<file path="src/rtl/uart_tx_fifo.sv">
// Buffered UART transmitter: valid/ready byte intake into a small FIFO, serialised as 8N1 LSB-first.
// Define UART_PARITY_EN to insert an even-parity bit before the stop bit (8E1 frames).
module uart_tx_fifo #(
  parameter int CLKS_PER_BIT = 434,
  parameter int FIFO_DEPTH   = 4
) (
  input  logic       clk,
  input  logic       rst,
  input  logic [7:0] data_in,
  input  logic       data_valid,
  output logic       data_ready,
  output logic       tx,
  output logic       busy,
  output logic       overflow
);

  localparam int AW = $clog2(FIFO_DEPTH);
  localparam logic [15:0] CNT_LOAD = 16'(CLKS_PER_BIT - 1);

  typedef enum logic [2:0] {
    IDLE,
    START,
    DATA,
`ifdef UART_PARITY_EN
    PARITY,
`endif
    STOP
  } state_t;

  state_t      state;
  state_t      next_state;

  logic [7:0]  mem [FIFO_DEPTH];
  logic [AW:0] wr_ptr;
  logic [AW:0] rd_ptr;
  logic        empty;
  logic        full;
  logic        push;
  logic        pop;
  logic [7:0]  fifo_head;

  logic [15:0] baud_cnt;
  logic [2:0]  bit_idx;
  logic [7:0]  shift;
  logic [7:0]  shift_next;
  logic        tx_next;
  logic        bit_done;
`ifdef UART_PARITY_EN
  logic        parity_bit;
`endif

  // Pointers carry one extra wrap bit so full and empty are distinguishable.
  assign empty      = (wr_ptr == rd_ptr);
  assign full       = (wr_ptr[AW] != rd_ptr[AW]) && (wr_ptr[AW-1:0] == rd_ptr[AW-1:0]);
  assign data_ready = !full;
  assign push       = data_valid && !full;
  assign pop        = (state == IDLE) && !empty;
  assign fifo_head  = mem[rd_ptr[AW-1:0]];
  assign bit_done   = (baud_cnt == 16'd0);
  assign busy       = (state != IDLE) || !empty;

  always_ff @(posedge clk) begin
    if (push) begin
      mem[wr_ptr[AW-1:0]] <= data_in;
    end
  end

  always_ff @(posedge clk) begin
    if (rst) begin
      wr_ptr   <= '0;
      rd_ptr   <= '0;
      overflow <= 1'b0;
    end else begin
      if (push) begin
        wr_ptr <= wr_ptr + 1'b1;
      end
      if (pop) begin
        rd_ptr <= rd_ptr + 1'b1;
      end
      if (data_valid && full) begin
        overflow <= 1'b1;
      end
    end
  end

  always_ff @(posedge clk) begin
    if (rst) begin
      state <= IDLE;
    end else begin
      state <= next_state;
    end
  end

  always_comb begin
    next_state = state;
    case (state)
      IDLE:  if (!empty) next_state = START;
      START: if (bit_done) next_state = DATA;
`ifdef UART_PARITY_EN
      DATA:   if (bit_done && bit_idx == 3'd7) next_state = PARITY;
      PARITY: if (bit_done) next_state = STOP;
`else
      DATA:  if (bit_done && bit_idx == 3'd7) next_state = STOP;
`endif
      STOP:  if (bit_done) next_state = IDLE;
      default: next_state = IDLE;
    endcase
  end

  // tx is computed from the upcoming state so the line register changes on the same edge as the FSM.
  always_comb begin
    shift_next = shift;
    if (pop) begin
      shift_next = fifo_head;
    end else if (state == DATA && bit_done) begin
      shift_next = {1'b0, shift[7:1]};
    end
    tx_next = 1'b1;
    case (next_state)
      IDLE:   tx_next = 1'b1;
      START:  tx_next = 1'b0;
      DATA:   tx_next = shift_next[0];
`ifdef UART_PARITY_EN
      PARITY: tx_next = parity_bit;
`endif
      STOP:   tx_next = 1'b1;
      default: tx_next = 1'b1;
    endcase
  end

  always_ff @(posedge clk) begin
    if (rst) begin
      baud_cnt <= 16'd0;
      bit_idx  <= 3'd0;
      shift    <= 8'd0;
      tx       <= 1'b1;
`ifdef UART_PARITY_EN
      parity_bit <= 1'b0;
`endif
    end else begin
      tx    <= tx_next;
      shift <= shift_next;
      if (state == IDLE) begin
        if (pop) begin
          baud_cnt <= CNT_LOAD;
          bit_idx  <= 3'd0;
`ifdef UART_PARITY_EN
          parity_bit <= ^fifo_head;
`endif
        end
      end else if (bit_done) begin
        baud_cnt <= CNT_LOAD;
        if (state == DATA) begin
          bit_idx <= bit_idx + 3'd1;
        end
      end else begin
        baud_cnt <= baud_cnt - 16'd1;
      end
    end
  end

endmodule

</file>
<file path="config.mk">
export PLATFORM = sky130hd
export DESIGN_NAME = uart_tx_fifo
export DESIGN_NICKNAME = d
export VERILOG_FILES = /design/src/rtl/uart_tx_fifo.sv
export SDC_FILE = /design/constraint.sdc
export NUM_CORES = 1
export LEC_CHECK = 0
export CORE_MARGIN = 5
export CORE_UTILIZATION = 61
export CTS_BUF_LIST = sky130_fd_sc_hd__clkbuf_8
export DETAILED_ROUTE_END_ITERATION = 12
export PLACE_DENSITY = 0.81
export SYNTH_ARGS = -nofsm -noshare
export SYNTH_HDL_FRONTEND = slang
export SYNTH_SLANG_ARGS = --single-unit
</file>
<file path="constraint.sdc">
create_clock -name clk -period 2.31 [get_ports clk]
set_input_delay 0.231 -clock clk [delete_from_list [all_inputs] [get_ports clk]]
set_output_delay 0.231 -clock clk [all_outputs]
set_load 0.05 [all_outputs]
</file>
After elaboration in Yosys (flattened, before gate mapping) --
Memory sizes are Yosys's and may differ from the RTL's. A register that Yosys moved wholly into a read port is not among the register bits. Index checks and enable logic that the tools add are counted.
Operators by class: reduce and logical (&&, ||, !) cells 16, eq/ne operators 10, multiplexer cells 19, add/subtract/negate cells 4
Operators with widths (count):
- two-way mux 16 bit | 3
- two-way mux 3 bit | 8
- logical NOT 16 bit | 1
- two-way mux 8 bit | 2
- subtractor 16 x 1 -> 16 bit, second input constant | 1
- one-hot mux 3 bit (4 select lines) | 1
- adder 3 x 1 -> 3 bit, second input constant | 3
- == test 3 x 2 -> 1 bit, second input constant | 3
- == test 3 x 1 -> 1 bit, second input constant | 2
- logical AND 1 bit | 6
- nonzero test 2 bit | 3
- two-way mux 2 bit | 2
- == test 3 bit | 1
- == test 3 bit, second input constant | 1
- logical NOT 3 bit | 1
- AND reduction 3 bit | 1
- nonzero test 3 bit | 1
- == test 2 bit | 1
- logical NOT 1 bit | 2
- two-way mux 1 bit | 2
- != test 2 bit, second input constant | 1
- one-hot mux 1 bit (2 select lines) | 1
- logical OR 1 bit | 1
- != test 1 bit | 1
Storage, ports and cells: memories kept 1, output and inout port bits 4, logic and storage cells 59, RAM bits 32, register bits after elaboration 38
Memories:
- mem | words 4, width 8, rd ports 1, clocked after Yosys merged registers in 1, wr ports 1, RTL line 33 | logic [7:0] mem [FIFO_DEPTH];

Longest topological paths before layout --
Gate-level depths: netlist of run 1.
depth in word-level cells 6, mapped depth 10, gate-level depth less buffers 8

Worst setup path after synthesis of run 1 --
OpenSTA, ideal clock, no wires.
path kind register to register, start point register baud_cnt[0], end point register baud_cnt[9], setup time 0.070 ns, cell stages (with the launch flop) 10, data arrival time 1.986 ns, period minus slack after synthesis 2.056 ns, setup slack 0.254 ns, buffers on the path 2, path through dfxtp_1 -> inv_1 -> ha_1 -> nor3b_1 -> and4_1 -> buf_6 -> or2_1 -> buf_6 -> or4_1 -> a21oi_1
Between the ends: cells in the longest elaborated chain, start to end 3, elaborated cells between the ends (all ways) 4, those cells by class add/sub: 1; mux: 2; reduce/logical: 1
RTL lines:
- start, declared | RTL line 42 | logic [15:0] baud_cnt;
- start signal, assigned | RTL line 157 | baud_cnt <= baud_cnt - 16'd1;
- subtractor 16 x 1 -> 16 bit or logical NOT 16 bit (tied branches) | RTL line 157, 59
- two-way mux 16 bit (*) | RTL line 151 | end else if (bit_done) begin
- two-way mux 16 bit (*) | RTL line 143 | if (state == IDLE) begin
Every way passes the cells marked *; elsewhere a longest branch is shown, timed or not. A chain may end at the register's enable or synchronous reset.

Worst setup path after layout of run 1 --
Same ends and word-level chain as after synthesis.

==> flow_summary.json, run 1 <==
{
  "status": "completed",
  "power_density_nw_per_um2": 1040,
  "r2r-start": "baud_cnt[0]",
  "hpwl_mm": 3.45,
  "worst-setup-path-type": "reg -> reg",
  "cts_made_buffers": 9,
  "hold-path-cell-count": 2,
  "grt_max_degree": 26,
  "grt_pass1_wl_mm": 9.33,
  "ant_nets": 0,
  "synthArstFlopShare_pct": 0,
  "cp-start-kind": "flip-flop",
  "worstHoldPathType": "reg -> reg",
  "synthCells": 264,
  "timing.setup.tns_ns": 0,
  "antenna_found_initial": 0,
  "ff_latch_area_um2": 1760,
  "syn_area_um2": 3060,
  "initial_core_util_pct": 63.9,
  "dp_slack_ns": 0.185,
  "dieArea_um2": 6530,
  "hold_path_end": "shift[7]",
  "dieWidth_um": 80.8,
  "cts.sinks": 72,
  "num_vias": 2022,
  "irDropWorstVdd_mv": 0.588,
  "ctsHoldBuffers": 0,
  "arrival_ns": 2.43,
  "clkLatencyLatePin_ns": 0.35,
  "fin_crit_sh_pct": 92.8,
  "cp_max_fo": 10,
  "numPortBuffers": 14,
  "setup_viol": 0,
  "hold_viol_final": 0,
  "synth_seq_cells": 72,
  "route.detailed.drc": 0,
  "pin_count": 15,
  "fillers": 319,
  "clockBufferDepth": 2,
  "hold_path.startpoint": "shift[7]",
  "cts.clk_slew.worst_paths_ns": 0.08,
  "via_per_inst": 5.66,
  "r2r_setup_slack_ns": 0.17,
  "first_pass_iters": 6,
  "reg2reg_to": "baud_cnt[9]",
  "h-tree-depth": 3,
  "grt_overflow": 0,
  "worst_pin_slew_ns": 0.573,
  "cts_root_buffer": "clkbuf_8",
  "rows": 25,
  "ys_seq_area_share_pct": 57.6,
  "gp_congestion": 0.813,
  "reg2reg_depth": 7,
  "synth_largest_area_cell": "edfxtp_1",
  "synth_area_leaders": "edfxtp_1, dfxtp_1, mux4_2",
  "core_area_um2": 4790,
  "fin_area_um2": 3530,
  "fin_cells": 357,
  "areaGrowthSynthToFinish_pct": 15.3,
  "dieHeight_um": 80.8,
  "tritoncts": "built",
  "syn-num-nets": 283,
  "drt-initial-drc-count": 88,
  "min_period_ns": 2.14,
  "grt_pass1_vias": 2022,
  "diodes": 0,
  "fin_skew_ns": 0.00761,
  "required_ns": 2.59,
  "synth-main-ff-cell": "dfxtp_1",
  "yosysUniqueCellTypes": 45,
  "rsz0062_at_grt": "no",
  "routedWlPerCell_um": 15.2,
  "dpl_cell_area_um2": 3280,
  "synth_edf_count": 32,
  "ys_warn_count": 0,
  "end_kind": "flip-flop",
  "nets": 304,
  "dp.cells": 341,
  "clock.fmax_mhz": 467,
  "fin_ws_ns": 0.167,
  "syn_avg_cell_area_um2": 11.6,
  "maxCapViolCount": 0,
  "wl_mm": 5.43,
  "multi_input_area_um2": 1190,
  "relSlewSlack_pct": 61.7,
  "synth_top_area_share_pct": 31.4,
  "p_leak_nw": 1.34,
  "track_usage_pct": 19.2,
  "drive_gt1_share_pct": 13.8,
  "slew_viol_final": 0
}
[area by class of cell]
| type | instances | share of cell area, % |
|---|---|---|
| flip-flops and latches | 72 | 50.0 |
| clock buffers | 9 | 3.51 |
| inverters | 7 | 0.745 |
| multi-input cells | 170 | 33.8 |
| clock inverters | 7 | 3.41 |
| repair buffers | 25 | 6.21 |
| well taps | 67 | 2.38 |
[flip-flops by register name, indices dropped and copies added, names as in the netlist, named ones only]
register	flops
mem	32
baud_cnt	16
shift	8
bit_idx	3
rd_ptr	3
state	3
wr_ptr	3
overflow	1
tx	1
[synthesized netlist by cell type (2+ instances only)]
cell      number
nor3_1         6
edfxtp_1      32
mux4_2         8
nand2b_1       3
a211oi_1       8
buf_6          2
nor2_1        35
or3_1          5
nand3b_1       2
ha_1           8
o21ai_0        7
mux2i_1        8
xnor2_1        5
clkbuf_1       6
nand3_1        5
a311oi_1       5
nor3b_1        2
xor2_1         3
and3_1         6
or4_2          2
dfxtp_1       40
buf_1          2
nand4_1        3
a21oi_1       16
and2_1         2
buf_2          5
nor4_1         4
inv_1          6
a31oi_1        3
nand2_1       10
[stage by stage]
stage | total power, mW | utilization [%] | hold slack (ns)
3_5_place_dp | 2.50 | 68.6 | 0.466
4_1_cts | 3.71 | 73.7 | 0.477
5_1_grt | 3.89 | 73.7 | 0.499
2_1_floorplan | 2.28 | - | 0.330
6_report | 3.68 | 73.7 | 0.477
3_3_place_gp | 2.47 | 68.6 | 0.453
[cell families after synthesis]
group | after synthesis | synth area share (%)
xor+xnor | 8 | 2.29
buf+inv | 22 | 3.40
compound gates | 46 | 9.54
simple gates | 91 | 15.2
flops | 72 | 57.6
other cells | 1 | 0.123
fa+ha+maj | 8 | 3.27
mux | 16 | 8.51
[metal layers]
metal | share of wire [%] | GRT usage, % | vias up
met1 | 46 | 23.1 | 963
met3 | 3.7 | 6.43 | 9
met4 | 1.7 | 8.45 | 0
met5 | 0 | 0 | -
met2 | 48 | 31.7 | 30
li1 | - | - | 1020
[worst max-delay path by stage]
stage,startpoint,end,slack (ns)
floorplan,baud_cnt[0],baud_cnt[9],0.25
global placement,baud_cnt[0],baud_cnt[9],0.24
detailed placement,baud_cnt[0],baud_cnt[9],0.19
CTS,wr_ptr[0],busy,0.11
global route,baud_cnt[0],baud_cnt[3],0.01
finish,baud_cnt[0],baud_cnt[9],0.17
[timing repair]
item	CTS	global route
pin swaps	0	0
endpoints found under the setup margin	1	1
setup buffers	0	0
resized for setup	1	1
[where the power goes]
| part | switching, mW | total [mW] | internal (mW) |
|---|---|---|---|
| logic | 0.448 | 0.844 | 0.396 |
| clock network | 0.483 | 1.20 | 0.721 |
| registers | 0.149 | 1.64 | 1.49 |
| total | 1.08 | 3.68 | 2.60 |
[critical path, stage by stage (launching register included)]
cell     delay (ns)
dfxtp_1        0.39
inv_1          0.06
ha_1           0.23
nor3b_1        0.16
and4_1         0.24
or2_1          0.36
or4_1          0.50
a21oi_1        0.14
[cells in the final DEF (no fill, tap or decap), types with 4 or more instances in the layout]
master / Yosys / final
mux2i_1: 8 / 8
xnor2_1: 5 / 5
mux4_2: 8 / 8
and3_1: 6 / 6
inv_1: 6 / 7
nand2_1: 10 / 10
nor2_1: 35 / 35
a211oi_1: 8 / 8
or3_1: 5 / 5
ha_1: 8 / 8
nor4_1: 4 / 4
o21ai_0: 7 / 7
a21oi_1: 16 / 16
clkbuf_8: 0 / 9
edfxtp_1: 32 / 32
clkdlybuf4s50_1: 0 / 12
nor3_1: 6 / 6
nand3_1: 5 / 5
buf_4: 0 / 12
a311oi_1: 5 / 5
dfxtp_1: 40 / 40
(Power assumes the default switching activity.)
==> run 2, diff against run 1 <==
--- a/config.mk
+++ b/config.mk
@@ -5,11 +5,12 @@
 export SDC_FILE = /design/constraint.sdc
 export NUM_CORES = 1
 export LEC_CHECK = 0
-export CORE_MARGIN = 5
+export CORE_MARGIN = 1.5
 export CORE_UTILIZATION = 61
 export CTS_BUF_LIST = sky130_fd_sc_hd__clkbuf_8
 export DETAILED_ROUTE_END_ITERATION = 12
 export PLACE_DENSITY = 0.81
+export SLEW_MARGIN = 10
 export SYNTH_ARGS = -nofsm -noshare
 export SYNTH_HDL_FRONTEND = slang
 export SYNTH_SLANG_ARGS = --single-unit
==> flow_summary.json, run 2 (synthesis gave the netlist of run 1 again) <==
{
  "status": "completed",
  "dp.cells": 340,
  "clkLatencyLatePin_ns": 0.35,
  "min_period_ns": 2.16,
  "worst_pin_slew_ns": 0.525,
  "hpwl_mm": 3.64,
  "ant_nets": 0,
  "fin_cells": 356,
  "cts_resized": 1,
  "worst-setup-path-type": "reg -> reg",
  "r2r_setup_slack_ns": 0.15,
  "p_leak_nw": 1.33,
  "wl_met2_mm": 2.75,
  "arrival_ns": 2.41,
  "end_kind": "flip-flop",
  "pin_count": 15,
  "wl_mm": 5.53,
  "routed.top_layer": "met4",
  "rows": 25,
  "dieArea_um2": 5440,
  "dieWidth_um": 73.8,
  "required_ns": 2.56,
  "cp-endpoint": "shift[5]",
  "timing.setup.tns_ns": 0,
  "core_area_um2": 4790,
  "dieHeight_um": 73.8,
  "fin_ws_ns": 0.152,
  "first_pass_iters": 5,
  "slew_viol_final": 0,
  "route.detailed.drc": 0,
  "nets": 303,
  "antenna_found_initial": 0,
  "cp-startpoint": "baud_cnt[0]",
  "power_mw": 3.71,
  "clock.fmax_mhz": 463,
  "track_usage_pct": 22.4,
  "fin_crit_sh_pct": 93.4,
  "largest_reg_flops": 32,
  "cts.sinks": 72,
  "post_cts_buffers": 0,
  "relSlewSlack_pct": 65.0,
  "drive_gt1_share_pct": 13.5,
  "routedWlPerCell_um": 15.5,
  "fin_skew_ns": 0.0127,
  "utilization_pct": 74.0,
  "wl_met3_um": 201,
  "cts_root_buffer": "clkbuf_8",
  "power_density_nw_per_um2": 1050,
  "reg2reg_to": "shift[5]",
  "grt_overflow": 0,
  "grt_max_degree": 30,
  "grt_pass1_vias": 1898,
  "cts.clk_slew.worst_paths_ns": 0.07,
  "grt_pass1_wl_mm": 8.91,
  "gp_congestion": 0.827,
  "cp_max_fo": 9,
  "worstHoldPathType": "reg -> reg",
  "irDropWorstVdd_mv": 0.582,
  "drt-initial-drc-count": 100,
  "setup_viol": 0,
  "num_vias": 2073,
  "hold_viol_final": 0,
  "initial_core_util_pct": 63.9,
  "via_per_inst": 5.82,
  "final_cell_mix": "dfxtp_1, nor2_1, edfxtp_1, a21oi_1, clkdlybuf4s50_1",
  "final_common_cell": "dfxtp_1",
  "clockBufferDepth": 2,
  "tritoncts": "built",
  "numPortBuffers": 14,
  "ctsHoldBuffers": 0,
  "reg2reg_depth": 8,
  "dp_slack_ns": 0.139,
  "h-tree-depth": 3,
  "r2r-start": "baud_cnt[0]",
  "rsz0062_at_grt": "no",
  "maxCapViolCount": 0,
  "cp-start-kind": "flip-flop",
  "diodes": 0,
  "cts_made_buffers": 9,
  "hold_path.startpoint": "bit_idx[1]",
  "areaGrowthSynthToFinish_pct": 15.9,
  "met1_length_mm": 2.51
}
## run 2: critical path, stage by stage, from the launching register on
cell	delay (ns)
dfxtp_1	0.35
inv_1	0.07
ha_1	0.19
nor3b_1	0.25
and4_2	0.37
nand3_1	0.23
buf_4	0.25
mux2i_1	0.12
a211oi_1	0.24
## run 2: how the worst min path moves through the flow
| stage | endpoint | slack (ns) | depth (start not counted) |
|---|---|---|---|
| 5_1_grt | mem[3][2] | 0.51 | 1 |
| 6_report | bit_idx[1] | 0.48 | 2 |
| 3_3_place_gp | overflow | 0.46 | 2 |
| 3_5_place_dp | bit_idx[2] | 0.47 | 2 |
| 2_1_floorplan | mem[0][0] | 0.33 | 0 |
| 4_1_cts | bit_idx[2] | 0.48 | 2 |
## run 2: area by class of cell
type | instances | area [um2]
fill | 317 | 1240
clock buffer | 9 | 124
timing repair buffer | 24 | 236
tap | 67 | 83.8
clock inverter | 7 | 119
sequential | 72 | 1760
inverter | 7 | 26.3
multi-input combinational | 170 | 1190
## run 2: metal layers
layer,vias to the layer above,global-route usage [%]
met4,0,7.20
met1,998,27.9
met3,9,8.50
met2,47,36.1
li1,1019,-
met5,-,0
## run 2: report_power, final
part / leakage (nW) / total [mW] / switching [mW] / internal, mW
combinational: 0.596 / 0.873 / 0.462 / 0.412
clock: 0.117 / 1.20 / 0.479 / 0.719
sequential: 0.621 / 1.64 / 0.155 / 1.49
total: 1.33 / 3.71 / 1.10 / 2.62
## run 2: through the flow
step	hold WS, ns	cell area (um2)
2_1_floorplan	0.330	3060
3_3_place_gp	0.456	3300
3_5_place_dp	0.468	3300
4_1_cts	0.479	3540
5_1_grt	0.513	3540
6_report	0.477	3540
